File: config.mk
export PLATFORM = sky130hd
export DESIGN_NAME = mem_access_unit
export DESIGN_NICKNAME = d
export VERILOG_FILES = /design/src/rtl/mem_access_unit.sv
export SDC_FILE = /design/constraint.sdc
export NUM_CORES = 1
export LEC_CHECK = 0
export CAP_MARGIN = 20
export CORE_AREA = 2 2 122 124
export CTS_BUF_LIST = sky130_fd_sc_hd__clkbuf_16
export CTS_CLUSTER_SIZE = 8
export DETAILED_ROUTE_END_ITERATION = 16
export DIE_AREA = 0 0 124 126
export HOLD_SLACK_MARGIN = 0.05
export PLACE_DENSITY_LB_ADDON = 0.12
export SLEW_MARGIN = 0
export SYNTH_ARGS = -nofsm -noshare
export SYNTH_HDL_FRONTEND = slang
export SYNTH_SLANG_ARGS = --single-unit
File: constraint.sdc
create_clock -name clk -period 7.5 [get_ports clk]
set_clock_uncertainty 0.2 [all_clocks]
set_input_delay 1.875 -clock clk [delete_from_list [all_inputs] [get_ports clk]]
set_output_delay 1.875 -clock clk [all_outputs]
set_load 0.02 [all_outputs]
File: src/rtl/mem_access_unit.sv
// Multicycle load/store unit: alignment check, req/ack handshake with timeout,
// lane-based byte enables, replicated store data and an extended load result.
module mem_access_unit #(
    parameter int unsigned DW       = 32,
    parameter int unsigned MAX_WAIT = 15
) (
    input  logic            clk,
    input  logic            rst,
    input  logic            start,
    input  logic [5:0]      op,
    input  logic [31:0]     addr,
    input  logic [31:0]     wdata,
    output logic            busy,
    output logic            done,
    output logic [1:0]      err,
    output logic [31:0]     rdata,
    output logic            mem_req,
    output logic            mem_we,
    output logic [31:0]     mem_addr,
    output logic [DW/8-1:0] mem_be,
    output logic [DW-1:0]   mem_wdata,
    input  logic            mem_ack,
    input  logic [DW-1:0]   mem_rdata
);

    localparam int unsigned BW   = DW / 8;
    localparam int unsigned LN_W = $clog2(BW);
    localparam int unsigned CW   = 8;

    localparam logic [1:0] ERR_OK  = 2'b00;
    localparam logic [1:0] ERR_MIS = 2'b01;
    localparam logic [1:0] ERR_TMO = 2'b10;
    localparam logic [1:0] ERR_OP  = 2'b11;

    localparam logic [1:0] SZ_B = 2'd0;
    localparam logic [1:0] SZ_H = 2'd1;
    localparam logic [1:0] SZ_W = 2'd2;

    typedef enum logic [1:0] {
        S_IDLE,
        S_REQ,
        S_DONE
    } state_t;

    state_t            state_q;
    logic [2:0]        ld_sel_q;
    logic [LN_W-1:0]   lane_q;
    logic [CW-1:0]     wait_q;

    logic [1:0]        req_err_c;
    logic [1:0]        req_size_c;
    logic              req_store_c;
    logic [3:0]        be_mask_c;
    logic [BW-1:0]     be_c;
    logic [DW-1:0]     wdata_rep_c;
    logic [31:0]       lane_word_c;
    logic [31:0]       load_c;

    // Classify the incoming request: size, direction, and error status.
    always_comb begin
        req_err_c   = ERR_OK;
        req_size_c  = SZ_B;
        req_store_c = 1'b0;
        case (op)
            6'b100000, 6'b100100: req_size_c = SZ_B;
            6'b100001, 6'b100101: req_size_c = SZ_H;
            6'b100011:            req_size_c = SZ_W;
            6'b101000: begin req_size_c = SZ_B; req_store_c = 1'b1; end
            6'b101001: begin req_size_c = SZ_H; req_store_c = 1'b1; end
            6'b101011: begin req_size_c = SZ_W; req_store_c = 1'b1; end
            default:              req_err_c = ERR_OP;
        endcase
        if (req_err_c == ERR_OK) begin
            if ((req_size_c == SZ_H && addr[0]) ||
                (req_size_c == SZ_W && addr[1:0] != 2'b00)) begin
                req_err_c = ERR_MIS;
            end
        end
    end

    // Byte enables and lane-replicated store data for the captured access.
    always_comb begin
        be_mask_c   = 4'b1111;
        wdata_rep_c = {(BW / 4){wdata}};
        case (req_size_c)
            SZ_B: begin
                be_mask_c   = 4'b0001;
                wdata_rep_c = {BW{wdata[7:0]}};
            end
            SZ_H: begin
                be_mask_c   = 4'b0011;
                wdata_rep_c = {(BW / 2){wdata[15:0]}};
            end
            default: ;
        endcase
        be_c = BW'(BW'(be_mask_c) << addr[LN_W-1:0]);
    end

    // Pull the addressed lane down to bit 0 and extend by load type.
    always_comb begin
        lane_word_c = 32'(mem_rdata >> {lane_q, 3'b000});
        case (ld_sel_q)
            3'b000:  load_c = {{24{lane_word_c[7]}}, lane_word_c[7:0]};
            3'b001:  load_c = {{16{lane_word_c[15]}}, lane_word_c[15:0]};
            3'b100:  load_c = {24'h0, lane_word_c[7:0]};
            3'b101:  load_c = {16'h0, lane_word_c[15:0]};
            default: load_c = lane_word_c;
        endcase
    end

    always_ff @(posedge clk) begin
        if (rst) begin
            state_q   <= S_IDLE;
            ld_sel_q  <= '0;
            lane_q    <= '0;
            wait_q    <= '0;
            busy      <= 1'b0;
            done      <= 1'b0;
            err       <= ERR_OK;
            rdata     <= '0;
            mem_req   <= 1'b0;
            mem_we    <= 1'b0;
            mem_addr  <= '0;
            mem_be    <= '0;
            mem_wdata <= '0;
        end else begin
            done <= 1'b0;
            case (state_q)
                S_IDLE: begin
                    if (start) begin
                        ld_sel_q <= op[2:0];
                        lane_q   <= addr[LN_W-1:0];
                        wait_q   <= '0;
                        busy     <= 1'b1;
                        if (req_err_c != ERR_OK) begin
                            state_q <= S_DONE;
                            err     <= req_err_c;
                            done    <= 1'b1;
                        end else begin
                            state_q   <= S_REQ;
                            mem_req   <= 1'b1;
                            mem_we    <= req_store_c;
                            mem_addr  <= addr & ~32'(BW - 1);
                            mem_be    <= be_c;
                            mem_wdata <= req_store_c ? wdata_rep_c : '0;
                        end
                    end
                end
                S_REQ: begin
                    // An ack in the final wait cycle takes priority over the timeout.
                    if (mem_ack || wait_q == CW'(MAX_WAIT - 1)) begin
                        state_q   <= S_DONE;
                        done      <= 1'b1;
                        err       <= mem_ack ? ERR_OK : ERR_TMO;
                        mem_req   <= 1'b0;
                        mem_we    <= 1'b0;
                        mem_addr  <= '0;
                        mem_be    <= '0;
                        mem_wdata <= '0;
                        if (mem_ack && !mem_we) begin
                            rdata <= load_c;
                        end
                    end else begin
                        wait_q <= wait_q + CW'(1);
                    end
                end
                S_DONE: begin
                    state_q <= S_IDLE;
                    busy    <= 1'b0;
                end
                default: begin
                    state_q <= S_IDLE;
                    busy    <= 1'b0;
                end
            endcase
        end
    end

endmodule

==> out/qor.txt <==
Cell Area, Synth = 0.00557 mm2
Highest routed layer = met4
Final setup TNS = 0 ns
Via count = 5463
DP Area = 0.00771 mm2
Antenna diode count = 0
Slew headroom = 0.282
H-tree Lvls = 4
Routed wl met2 = 8470 um
Comb power frac = 0.112
Vias in the first global route = 5411
LEAKAGE = 2.84 nW
CTS clock-pin slew for the worst setup and hold paths = 0.06 ns
Hold Path Sink = rdata[1]
GRT Overall Usage = 0.222
Reg2reg path depth = 5
Layout cells sized above 1 = 0.0705
Inst Count DP = 1017
DR iter-0 viols = 348
Cts repair resizes = 0
Area grow syn2layout = 48.1%
Routability-driven placement congestion ratio = 0.839
CP Data Arrival Time = 4.41 ns
Met1 Wirelength = 7190 um
Maxcap violations = 0
Post-Syn Area per Cell = 8.32 um2
Yosys reg bits = 119
Synth Area in XOR/XNOR = 0.00629
Peak supply drop = 139 uV
Worst slack at placement = 2.80 ns
Total gr overflow = 0
Clk sinks = 119
Iteration count of the initial detailed-routing pass = 5
Net Switching = 386 uW
Clk_lat worst skew = 0.42 ns
P per Cell Area = 190 mW/mm2
Post-Synth Simple-Gate Area = 0.219
Die width = 124 um
Largest net degree at the start of global routing = 85
Tmin final = 4.30 ns
Post-synth top flop = dfxtp_1
Post-DP HPWL = 12300 um
RSZ-0062 raised after global routing = no
Met3 wire length = 1310 um
CTS Root Cell = clkbuf_16
Via density = 5.21
Worst Setup End Kind = flop
Final nets = 960
# rows = 44
CTS Buffer Depth = 2
Multiplexer area fraction after synthesis = 0.113
Final max-slew violation count = 0
Die H = 126 um
Synth async-reset ratio = 0
Sequential area share after synthesis = 0.428
Largest fanout on the critical path = 43
EDFF count, synth = 0
Clock group share of total power = 0.474
Fraction of the mapped netlist area in adder cells = 0.00449
Post-CTS Setup Repair Bufs = 0
Hold Vio Cnt, Final = 0
Final WS setup = 3.20 ns
TritonCTS clock tree = done
Finished Cell Area = 0.00825 mm2
Int Power = 1.18 mW
Setup Viol. Count Final = 0
Kind of critical path = in -> reg
Slew @ Worst Pin = 1.07 ns
Post-synth cell types = 48
WHS Path Cells = 2
Critical R2R Launch = lane_q[1]
Sw Ratio = 0.247
Post-synthesis compound-gate area fraction = 0.179
Final period util = 0.573
Initial Util = 0.389
Reg-to-Reg End = rdata[21]
Critical Path RT = 7.61 ns
Total routed wirelength = 17300 um
Fmax achieved = 0.233 GHz
CTS buffer count = 17
Syn Inst Count = 670
Routed Antenna Nets = 0
Per-cell routed wire length = 16.5 um
Initial antenna violation count = 0
Register share of total power = 0.415
Quantity of hold-fixing buffers added after cts = 0
Reg2Reg Setup Slack = 4.34 ns
Hold Startpoint = rdata[1]
Synth warnings = 0
Filler cell count = 1328
Final std cells w/o fill = 1049
Remaining DRCs = 0
# IOs = 212
Full die area = 0.0156 mm2
IO buf count = 209
Minimum hold slack = 0.262 ns
Largest family of logic cells by synthesized area = simple AND/OR/NAND/NOR gates
First-pass GRT wire length = 27000 um
Status = finished, final reports clean
Hold WC Path Type = reg -> reg
Core area = 0.0143 mm2
Crit path launch type = input port
==> power groups by stage <==
stage	clock (mW)	sequential [mW]	combinational (mW)
finish	0.741	0.649	0.175
global placement	0	0.662	0.172
floorplan	0	0.666	0.0784
CTS	0.758	0.649	0.175
detailed placement	0	0.662	0.174
global route	0.785	0.650	0.188
==> cells by family (layout without fill, tap and decap cells) <==
group,Yosys count,in the layout
buf+inv,56,250
flops,119,119
xor+xnor,4,4
simple gates,257,257
mux,59,59
other cells,1,2
compound gates,172,172
fa+ha+maj,2,2
==> synth_stat cells, types with 4 or more instances <==
cell / instances / share of area
dfxtp_1: 119 / 0.43
nand2_1: 115 / 0.077
a21oi_1: 72 / 0.065
o21ai_0: 45 / 0.040
nor2_1: 41 / 0.028
clkbuf_1: 30 / 0.020
mux2i_1: 28 / 0.050
nand2b_1: 24 / 0.027
nor2b_1: 22 / 0.025
mux2_2: 19 / 0.038
nor3_1: 19 / 0.017
a211oi_1: 16 / 0.022
buf_2: 13 / 0.012
mux2_1: 12 / 0.024
nor4_1: 9 / 0.010
o211ai_1: 9 / 0.012
o21bai_1: 9 / 0.012
o22ai_1: 8 / 0.0090
and3_1: 5 / 0.0056
xor2_1: 4 / 0.0063
==> area by class of cell <==
class                   instances  area, um2  share of cell area
inverters                       3       11.3             0.00136
flip-flops and latches        119       2380               0.289
well taps                     184        230              0.0279
repair buffers                215       2150               0.261
clock inverters                15        118              0.0143
multi-input cells             496       2930               0.355
clock buffers                  17        425              0.0516
==> cells in the final DEF, fill, tap and decap left out, types with 8 or more instances in the layout <==
cell,n
clkbuf_16,17
nor4_1,9
o22ai_1,8
nor2_1,41
nor3_1,19
nand2b_1,24
o21bai_1,9
nand2_1,115
clkdlybuf4s50_1,208
mux2_2,19
mux2i_1,28
a211oi_1,16
nor2b_1,22
o211ai_1,9
a21oi_1,71
o21ai_0,45
mux2_1,12
dfxtp_1,119
==> worst max-delay path: stages <==
cell and delay (ns):
clkdlybuf4s50_1 0.53, nor4b_1 0.36, nand2_1 0.20, and3b_1 0.23
buf_4 0.26, nor2_8 0.54, mux2_2 0.40
==> registers in the layout, summed over array words and instances, names as in the netlist, 3 cells and up <==
name and flops:
mem_wdata 32, mem_be 4, mem_addr 30, rdata 32, ld_sel_q 3, wait_q 8
==> worst max-delay path by stage <==
stage                  from            end  slack (ns)  depth (start not counted)
finish              addr[0]  mem_wdata[17]        3.20                          7
global route        addr[0]  mem_wdata[31]        3.00                          7
CTS                 addr[0]  mem_wdata[16]        3.23                          7
detailed placement  addr[0]  mem_wdata[31]        2.80                          7
global placement    addr[0]  mem_wdata[18]        2.83                          7
floorplan             op[2]  mem_wdata[29]        3.76                          8
==> per-stage QoR <==
stage | util | power [mW]
floorplan | - | 0.745
global placement | 0.537 | 0.834
detailed placement | 0.538 | 0.836
CTS | 0.576 | 1.58
global route | 0.576 | 1.62
finish | 0.576 | 1.56
==> layer usage <==
layer | global-route usage | up-vias
met4 | 0.0747 | 0
met5 | 0 | -
met2 | 0.371 | 186
li1 | - | 2689
met1 | 0.264 | 2568
met3 | 0.0765 | 20
(Power assumes the default switching activity.)
